**config.mk**
```make
export PLATFORM = sky130hd
export DESIGN_NAME = rd_xbar_port_scheduler
export DESIGN_NICKNAME = d
export VERILOG_FILES = /design/src/rtl/rd_xbar_port_scheduler.sv
export SDC_FILE = /design/constraint.sdc
export NUM_CORES = 1
export LEC_CHECK = 0
export BUFFER_PORTS_ARGS = -buffer_cell sky130_fd_sc_hd__clkbuf_2
export CORE_MARGIN = 4
export CORE_UTILIZATION = 62
export CTS_CLUSTER_DIAMETER = 200
export DETAILED_ROUTE_END_ITERATION = 7
export GPL_TIMING_DRIVEN = 1
export PLACE_DENSITY = 0.82
export SYNTH_ARGS = -nofsm -noshare
export SYNTH_HDL_FRONTEND = slang
export SYNTH_SLANG_ARGS = --single-unit
```
**constraint.sdc**
```tcl
create_clock -name clk -period 6.6 [get_ports clk]
set_input_delay 0 -clock clk [delete_from_list [all_inputs] [get_ports clk]]
set_output_delay 0 -clock clk [all_outputs]
set_load 0.03 [all_outputs]
```
**src/rtl/rd_xbar_port_scheduler.sv**
```systemverilog
// rtl/rd_xbar_port_scheduler.sv - credit-based round-robin scheduler for the N-to-4 read request crossbar
module rd_xbar_port_scheduler #(
   parameter int R_REQ_NUM = 8,
   parameter int CRD_MAX   = 4,
   parameter int IDX_W     = $clog2(R_REQ_NUM),
   parameter int CRD_W     = $clog2(CRD_MAX + 1)
) (
   input  logic                             clk,
   input  logic                             rst,
   input  logic [R_REQ_NUM-1:0]             req_vld,
   input  logic [R_REQ_NUM-1:0][1:0]        req_sel,
   output logic [R_REQ_NUM-1:0]             req_rdy,
   input  logic [3:0]                       port_en,
   output logic [3:0]                       gnt_vld,
   output logic [3:0][IDX_W-1:0]            gnt_idx,
   input  logic [3:0]                       gnt_rdy,
   input  logic [3:0]                       crd_rtn,
   output logic [3:0][CRD_W-1:0]            crd_cnt
);

   logic [3:0][R_REQ_NUM-1:0] cand;
   logic [3:0]                win_vld;
   logic [3:0][IDX_W-1:0]     win_idx;
   logic [3:0][IDX_W-1:0]     rr_ptr;
   logic [3:0][IDX_W-1:0]     rr_nxt;
   logic [3:0]                cap;
   logic [3:0][CRD_W-1:0]     crd_q;
   logic [3:0][CRD_W-1:0]     crd_nxt;

   assign crd_cnt = crd_q;

   // Build candidate sets and pick the first requester at or after rr_ptr for each port
   always_comb begin
      int j;
      int nxt;
      logic [CRD_W:0] crd_sum;
      cand    = '0;
      win_vld = '0;
      win_idx = '0;
      rr_nxt  = '0;
      cap     = '0;
      crd_nxt = '0;
      crd_sum = '0;
      j       = 0;
      nxt     = 0;
      for (int p = 0; p < 4; p++) begin
         for (int i = 0; i < R_REQ_NUM; i++) begin
            cand[p][i] = req_vld[i] & (req_sel[i] == 2'(p));
         end
         for (int k = 0; k < R_REQ_NUM; k++) begin
            j = int'(rr_ptr[p]) + k;
            if (j >= R_REQ_NUM) begin
               j = j - R_REQ_NUM;
            end
            if (!win_vld[p] && cand[p][j]) begin
               win_vld[p] = 1'b1;
               win_idx[p] = IDX_W'(j);
            end
         end
         nxt = int'(win_idx[p]) + 1;
         if (nxt >= R_REQ_NUM) begin
            nxt = 0;
         end
         rr_nxt[p] = IDX_W'(nxt);
         cap[p] = port_en[p] & (crd_q[p] != '0) & win_vld[p] & (~gnt_vld[p] | gnt_rdy[p]);
         crd_sum = {1'b0, crd_q[p]} + (CRD_W+1)'(crd_rtn[p]) - (CRD_W+1)'(cap[p]);
         if (crd_sum > (CRD_W+1)'(CRD_MAX)) begin
            crd_nxt[p] = CRD_W'(CRD_MAX);
         end else begin
            crd_nxt[p] = crd_sum[CRD_W-1:0];
         end
      end
   end

   // Acknowledge the winning requester of any port that captures this cycle
   always_comb begin
      req_rdy = '0;
      for (int i = 0; i < R_REQ_NUM; i++) begin
         req_rdy[i] = ~rst & req_vld[i] & cap[req_sel[i]] & (win_idx[req_sel[i]] == IDX_W'(i));
      end
   end

   // Per-port grant register, round-robin pointer and credit counter
   always_ff @(posedge clk or posedge rst) begin
      if (rst) begin
         gnt_vld <= '0;
         gnt_idx <= '0;
         rr_ptr  <= '0;
         for (int p = 0; p < 4; p++) begin
            crd_q[p] <= CRD_W'(CRD_MAX);
         end
      end else begin
         for (int p = 0; p < 4; p++) begin
            if (cap[p]) begin
               gnt_vld[p] <= 1'b1;
               gnt_idx[p] <= win_idx[p];
               rr_ptr[p]  <= rr_nxt[p];
            end else if (gnt_vld[p] && gnt_rdy[p]) begin
               gnt_vld[p] <= 1'b0;
            end
            crd_q[p] <= crd_nxt[p];
         end
      end
   end

   // Flag a credit return into a full counter; the counter itself saturates
   always_ff @(posedge clk) begin
      for (int p = 0; p < 4; p++) begin
         if (!rst) begin
            assert (!(crd_rtn[p] && !cap[p] && (crd_q[p] == CRD_W'(CRD_MAX))))
               else $warning("credit overflow on port %0d", p);
         end
      end
   end

endmodule

```
* Word level (Yosys, flattened, before mapping)
Index checks and enable logic that the tools add are counted.
Word-level totals: register bits 40, bits of input ports 38
Cells by class: $add $sub $neg 72, order comparisons 80, equal/unequal tests 31, multiplexer cells 240, bitwise operators 77, reduce and logical (&&, ||, !) cells 77
Operators by type and width (count):
- 32-bit by 5-bit < comparator with 1-bit output (second input constant) | 32
- 32-bit two-way mux | 32
- 3-bit two-way mux | 48
- 4-bit by 4-bit subtractor with 5-bit output (second input constant) | 28
- 4-bit >= comparator (second input constant) | 32
- 1-bit two-way mux | 112
- 1-bit binary-select mux with 3-bit select | 32
- 1-bit AND | 68
- 3-bit by 3-bit adder with 4-bit output (second input constant) | 16
- 3-bit binary-select mux with 2-bit select | 8
- 3-bit by 1-bit adder with 4-bit output (second input constant) | 8
- 3-bit by 2-bit adder with 4-bit output (second input constant) | 8
- 2-bit equality test (second input constant) | 16
- 1-bit logical AND | 32
- 1-bit logical NOT | 28
- 2-bit by 3-bit < comparator with 1-bit output (second input constant) | 8
- 3-bit by 4-bit subtractor with 5-bit output (second input constant) | 4
- 3-bit by 1-bit adder with 4-bit output | 4
- 1-bit binary-select mux with 2-bit select | 8
- 2-bit by 1-bit equality test with 1-bit output (second input constant) | 8
- 3-bit by 4-bit >= comparator with 1-bit output (second input constant) | 4
- 4-bit by 3-bit greater-than comparator with 1-bit output (second input constant) | 4
- 2-bit logical NOT | 8
- 4-bit by 1-bit subtractor with 4-bit output | 4
- other kinds (8) | 25

* Logic depth before layout (Yosys ltp)
Gate-level depths: netlist of run 1.
word-level depth 33, depth in mapped cells 25, mapped depth without buffers 20

* Worst setup path before layout of run 1
Ideal clock, no wire load.
kind reg2out, start register rr_ptr[0] in the netlist's numbering, end output port req_rdy[5], arrival 5.088 ns, required time 6.600 ns, setup slack 1.512 ns, cell stages (with the launch flop) 19, path buffers 5, path through dfrtp_1 buf_2 clkinv_1 buf_1 ha_1 buf_2 buf_2 nor4b_1 nor4_1 nor4_1 nor2_1 nand2_1 o31ai_1 nand2b_1 clkbuf_1 inv_2 and2_1 a32oi_1 a2111oi_0
Between the ends: longest elaborated chain between the ends 33
RTL lines:
- from (decl) | line 24 | logic [3:0][IDX_W-1:0] rr_ptr;
- from (signal, indexed assignment) | line 97 | rr_ptr[p] <= rr_nxt[p];
- parallel branches: the longest is 26 deep, another holds 4-bit by 4-bit subtractor with 5-bit output
- 1-bit two-way mux * | line 55 | if (!win_vld[p] && cand[p][j]) begin
- 1-bit AND * (2 in series) | line 65 | cap[p] = port_en[p] & (crd_q[p] != '0) & win_vld[p] & (~gnt_vld[p] | gnt_rdy[p]);
- named net cap[0] | line 26 | logic [3:0] cap;
- 1-bit binary-select mux with 2-bit select * | line 79 | req_rdy[i] = ~rst & req_vld[i] & cap[req_sel[i]] & (win_idx[req_sel[i]] == IDX_W'(i));
- 1-bit two-way mux (not written as such) * | line 79
- 1-bit AND * (2 in series) | line 79
- to (decl) | line 12 | output logic [R_REQ_NUM-1:0] req_rdy,
Mark *: on every way through the listed nets, which the timed path passes. The select of a mux whose other input is x is not followed.

==> results of run 1 <==
-- worst paths after layout --
check | depth (start not counted) | end | startpoint
min in group clk | 3 | gnt_vld[3]$_DFFE_PP0P_ | gnt_rdy[3]
max in group asynchronous | 2 | rr_ptr[0]$_DFFE_PP0N_ | rst
setup reg to reg | 20 | crd_cnt[4]$_DFF_PP0_ | rr_ptr[3]$_DFFE_PP0N_
hold reg to reg | 2 | gnt_idx[4]$_DFFE_PP0N_ | gnt_idx[4]$_DFFE_PP0N_
setup / recovery | 20 | crd_cnt[4]$_DFF_PP0_ | rr_ptr[3]$_DFFE_PP0N_
hold / removal | 2 | gnt_idx[7]$_DFFE_PP0N_ | rst
-- layout make-up --
cell class	count	area (µm²)	area share
sequential	40	1006	0.1316
clock buffer	7	152.6	0.01996
inverter	58	217.7	0.02847
timing repair buffer	86	470.5	0.06153
clock inverter	1	30.03	0.003927
multi-input combinational	714	5590	0.7311
tap	143	178.9	0.02340
-- cells by family after synthesis --
kind of cell,after synthesis,share of synthesized area
AO/OA/AOI/OAI,244,0.2495
buffers and inverters,138,0.08345
AND/OR/NAND/NOR,357,0.3147
flip-flops,40,0.1398
XOR/XNOR,23,0.02799
multiplexers,58,0.1248
adder cells (fa/ha/maj),32,0.05981
-- metal layers --
metal	GRT usage	share of wire	wire, µm	up-vias
met5	0	0	0	-
met4	0.09358	0.028	597	0
met3	0.04125	0.10	2155	72
met2	0.5039	0.46	9829	497
met1	0.4377	0.41	8633	3608
li1	-	-	-	3525
-- metrics by stage --
step	cell area [µm²]	std cells	utilization	setup slack (ns)
global route	7646	1049	0.6725	0.5347
CTS	7646	1049	0.6725	1.033
detailed placement	7433	1038	0.6538	1.012
global placement	7433	1038	0.6538	1.178
finish	7646	1049	0.6725	0.9732
floorplan	7197	892	-	1.512
-- synthesized netlist by cell type, types with 9 or more instances --
cell type | instances | area, µm²
clkbuf_1 | 41 | 153.9
nor2_1 | 55 | 206.5
buf_2 | 21 | 105.1
nand4b_1 | 15 | 131.4
nor3_1 | 13 | 65.06
xor2_1 | 10 | 87.58
nor2b_1 | 15 | 93.84
buf_1 | 9 | 33.78
nand2b_1 | 15 | 93.84
inv_1 | 50 | 187.7
nand4_1 | 22 | 137.6
ha_1 | 28 | 350.3
and2_1 | 9 | 56.30
mux2i_1 | 29 | 290.3
nand3_1 | 16 | 80.08
nand3b_1 | 19 | 142.6
nor4bb_1 | 13 | 130.1
a21o_1 | 11 | 82.58
dfrtp_1 | 36 | 900.9
a211oi_1 | 16 | 120.1
o211ai_1 | 16 | 120.1
xnor2_1 | 13 | 113.9
a2111oi_0 | 12 | 105.1
nor4_1 | 29 | 181.4
o21ai_0 | 38 | 190.2
mux4_2 | 25 | 563.0
o21a_1 | 13 | 97.59
a21oi_1 | 34 | 170.2
nor4b_1 | 16 | 140.1
o2111ai_1 | 20 | 175.2
nand2_1 | 52 | 195.2
-- registers in the layout (all words and copies together), names as in the netlist --
signal / cells
gnt_idx: 12
crd_cnt: 12
rr_ptr: 12
gnt_vld: 4
-- worst max-delay path: cells and delay by family, from the launching register on --
| family | cells | cell delay, ns |
|---|---|---|
| buf+inv | 5 | 0.78 |
| simple gates | 6 | 0.91 |
| flops | 1 | 0.32 |
| fa+ha+maj | 4 | 1.69 |
| compound gates | 5 | 1.79 |
-- what timing repair did --
action | CTS | global route
hold buffers | 3 | 0
hold endpoints to repair | 3 | 0
endpoints found under the setup margin | 0 | 0
gates resized for setup | 0 | 0
setup buffers | 0 | 0
==> impl_metrics.tcl, run 1 <==
set metrics [dict create \
    period_share 0.8525 \
    violations "hold timing" \
    synth_enable_flop_cells 0 \
    grt_max_degree 48 \
    max_slew.worst_pin.slew_ns 0.9734 \
    syn_avg_cell_area_um2 8.068 \
    die_area_um2 13400 \
    grt_pass1_vias 6930 \
    nets 975 \
    fp.dieH_um 115.7 \
    hold_class "primary input to async pin" \
    synth_ff_type "dfrtp_1" \
    grt_setup_unrepaired "false" \
    die_x_um 115.7 \
    crit_slowest_cell "ha_1" \
    fin_skew_ns 0.002432 \
    ys_seq_area_frac 0.1398 \
    diodes 0 \
    gp_congestion 0.9992 \
    antenna_left 0 \
    initial_core_util 0.6330 \
    setup_violations 0 \
    max_stage_delay_ns 0.84 \
    clk_root_buffer_cell "clkbuf_16" \
    dp_hpwl_um 15340 \
    status "finished, violations left" \
    clkTransAtPathRegs_ns 0.06 \
    wire_per_inst_um 20.22 \
    cts_num_sinks 40 \
    startpoint_type "flop" \
    path_cells "buf_4 > inv_2 > ha_1 > nor2b_1 > a221oi_1 > nor3b_1 > o32a_4 > nor3_4 > a311o_1 > inv_1 > ha_1 > inv_1 > ha_1 > inv_1 > fa_1 > nor2b_1 > o21ai_0 > nand2_1 > o21ai_0 > nor2_1" \
    rows 39 \
    worstSetupPathType "flop to flop" \
    ys_types 94 \
    cts_tree "yes" \
    maxCapViolations 0 \
    antenna_found_initial 0 \
    yosysWarnings 0 \
    gr-total-overflow 0 \
    fillers 973 \
    syn-cell-area_um2 7197 \
    arrival_ns 5.79 \
    synth_nets 962 \
    worst-r2r-setup-slack_ns 0.97 \
    track_usage 0.3116 \
    synth_cells 892 \
    whs_ns -0.003062 \
    path_max_fanout 19 \
    htreeDepth 2 \
    mostFrequentLayoutCells "73 x clkbuf_2, 55 x nor2_1, 52 x nand2_1" \
    io_pins 74 \
    cts_buffers 5 \
    synthArstFlopShare 1.000 \
    clock_latency_ns 0.29 \
    drcViolationCount 0 \
    drtPass1Iterations 8 \
    fin_crit_ns 5.627 \
    crit_required_ns 6.76 \
    setup_tns_ns 0 \
    drive_above_1_share 0.1689 \
    synth-seq-cells 40 \
    clock_path_buffers 2 \
    hold_viol 2 \
    syn2layout_area_growth_pct 6.241 \
    io_buffers 73 \
    drt_iter0_drc 888 \
    max_freq_ghz 0.1777 \
    vias_per_cell 7.342 \
    slew_violations 0 \
    vias 7702 \
    slew-limit-headroom 0.3511 \
    layout.cells.most_common "clkbuf_2" \
    drt-total-wl_um 21220 \
    core_area_um2 11370 \
    endpoint_kind "flop" \
    grt_pass1_wl_um 34330 \
]
Power of run 1 is left out: the tool's default activity adds up to more than one toggle a clock period on the data nets, which glitch-free logic cannot reach.
==> run 2: changes to the inputs <==
Clock period 6.6 ns to 6.3 ns, I/O delays scaled along.
==> run 2 against run 1 <==
  * First-iteration DRC count grew 1.2%
  * Global-route usage grew 1.1 points
  * Worst setup slack lost 0.35 ns
  * Register-to-register slack lost 0.19 ns
  * Die area is the same
  * Design area grew 0.28%
  * Count of clock-buffer cells in the layout shrank 1
  * Via count grew 0.69%
  * The flow still finishes with violations (hold timing)
  * Final cell count grew 0.48%
  * Critical endpoint is now req_rdy[4]
  * Non-clock buffer count grew 5
  * Sequential share of layout area is essentially flat
  * Utilization grew 0.19 points
==> impl_metrics.tcl, run 2 (synthesis gave the netlist of run 1 again) <==
set metrics [dict create \
    setup_violations 0 \
    drt-total-wl_um 21820 \
    cts_buffers 5 \
    path_max_fanout 29 \
    reg2reg_from "rr_ptr[10]$_DFFE_PP0N_" \
    worstSetupPathType "flop to output port" \
    wl_met1_um 8697 \
    cts_resized 0 \
    gp_congestion 1.008 \
    whs_ns -0.002122 \
    hold_class "primary input to async pin" \
    post-cts-setup-buffers 0 \
    fin_skew_ns 0.005450 \
    fin_crit_ns 5.673 \
    vias_per_cell 7.358 \
    crit_required_ns 6.30 \
    die_x_um 115.7 \
    cts_tree "yes" \
    clk_root_buffer_cell "clkbuf_16" \
    clkTransAtPathRegs_ns 0.06 \
    max_freq_ghz 0.1763 \
    clock_path_buffers 2 \
    reg2reg_depth 16 \
    rows 39 \
    gr-total-overflow 0 \
    diodes 0 \
    slew_violations 0 \
    wl_met2_um 10040 \
    period_share 0.9005 \
    layout.cells.most_common "clkbuf_2" \
    die_area_um2 13400 \
    mostFrequentLayoutCells "73 x clkbuf_2, 55 x nor2_1, 52 x nand2_1" \
    startpoint_type "flop" \
    max_stage_delay_ns 0.91 \
    maxCapViolations 0 \
    slew-limit-headroom 0.3441 \
    grt_setup_unrepaired "false" \
    track_usage 0.3225 \
    grt_pass1_wl_um 35490 \
    syn2layout_area_growth_pct 6.537 \
    grt_max_degree 48 \
    drtPass1Iterations 6 \
    nets 980 \
    status "finished, violations left" \
    drcViolationCount 0 \
    rr_endpoint "crd_cnt[10]$_DFF_PP0_" \
    worst-r2r-setup-slack_ns 0.78 \
    antenna_found_initial 0 \
    endpoint_kind "output port" \
    clock_latency_ns 0.29 \
    met3WireLength_um 2348 \
    io_pins 74 \
    setup_tns_ns 0 \
    core_area_um2 11370 \
    dp_hpwl_um 15480 \
    cts_num_sinks 40 \
    drt_iter0_drc 899 \
    arrival_ns 5.67 \
    vias 7755 \
    cts_hold_buf 4 \
    violations "hold timing" \
    hold_viol 9 \
    grt_pass1_vias 7268 \
    antenna_left 0 \
    path_cells "clkinv_1 > ha_1 > o21ai_0 > mux4_2 > nor4bb_1 > o21ai_0 > o21ai_1 > buf_4 > nand2_1 > o32ai_1 > o21ai_1 > a2111oi_2 > clkbuf_2" \
    top_layer "met4" \
    crit_slowest_cell "ha_1" \
    fp.dieH_um 115.7 \
    max_slew.worst_pin.slew_ns 0.9824 \
    wire_per_inst_um 20.70 \
    initial_core_util 0.6330 \
    io_buffers 73 \
    drive_above_1_share 0.1712 \
    fillers 965 \
    htreeDepth 2 \
]
-- run 2: stage by stage --
stage	hold slack (ns)	area [µm²]	util	std cells	setup WS (ns)
2_1_floorplan	0.06807	7197	-	892	1.212
3_3_place_gp	0.2709	7463	0.6564	1042	1.156
3_5_place_dp	0.2754	7463	0.6564	1042	0.9362
4_1_cts	0.001002	7667	0.6744	1054	0.7707
5_1_grt	0.02273	7667	0.6744	1054	0.2068
6_report	-0.002122	7667	0.6744	1054	0.6269
-- run 2: worst max-delay path: cells and delay by family (launching register included) --
| family | cells | cell delay, ns |
|---|---|---|
| AO/OA/AOI/OAI | 6 | 1.54 |
| adder cells (fa/ha/maj) | 1 | 0.91 |
| buffers and inverters | 3 | 0.87 |
| flip-flops | 1 | 0.82 |
| multiplexers | 1 | 0.57 |
| AND/OR/NAND/NOR | 2 | 0.64 |
-- run 2: worst max-delay path by stage --
stage,depth (start not counted),endpoint,startpoint
6_report,13,req_rdy[4],rr_ptr[10]$_DFFE_PP0N_
2_1_floorplan,18,req_rdy[5],rr_ptr[0]$_DFFE_PP0N_
3_3_place_gp,17,crd_cnt[9]$_DFF_PP0_,rr_ptr[10]$_DFFE_PP0N_
3_5_place_dp,16,crd_cnt[9]$_DFF_PP0_,rr_ptr[10]$_DFFE_PP0N_
4_1_cts,13,req_rdy[4],rr_ptr[10]$_DFFE_PP0N_
5_1_grt,13,req_rdy[4],rr_ptr[10]$_DFFE_PP0N_
-- run 2: final cells by class --
class                      instances  area [µm²]  area share
inverter                          58       217.7     0.02839
tap                              143       178.9     0.02334
multi-input combinational        714        5590      0.7291
timing repair buffer              91       510.5     0.06658
sequential                        40        1006      0.1312
clock inverter                     2       35.03    0.004569
clock buffer                       6       128.9     0.01681
-- run 2: metal layers --
metal,vias to the layer above,global-route usage
met2,475,0.5120
li1,3525,-
met3,78,0.04543
met1,3677,0.4455
met5,-,0
met4,0,0.1299
Power of run 2 is left out for the same reason.
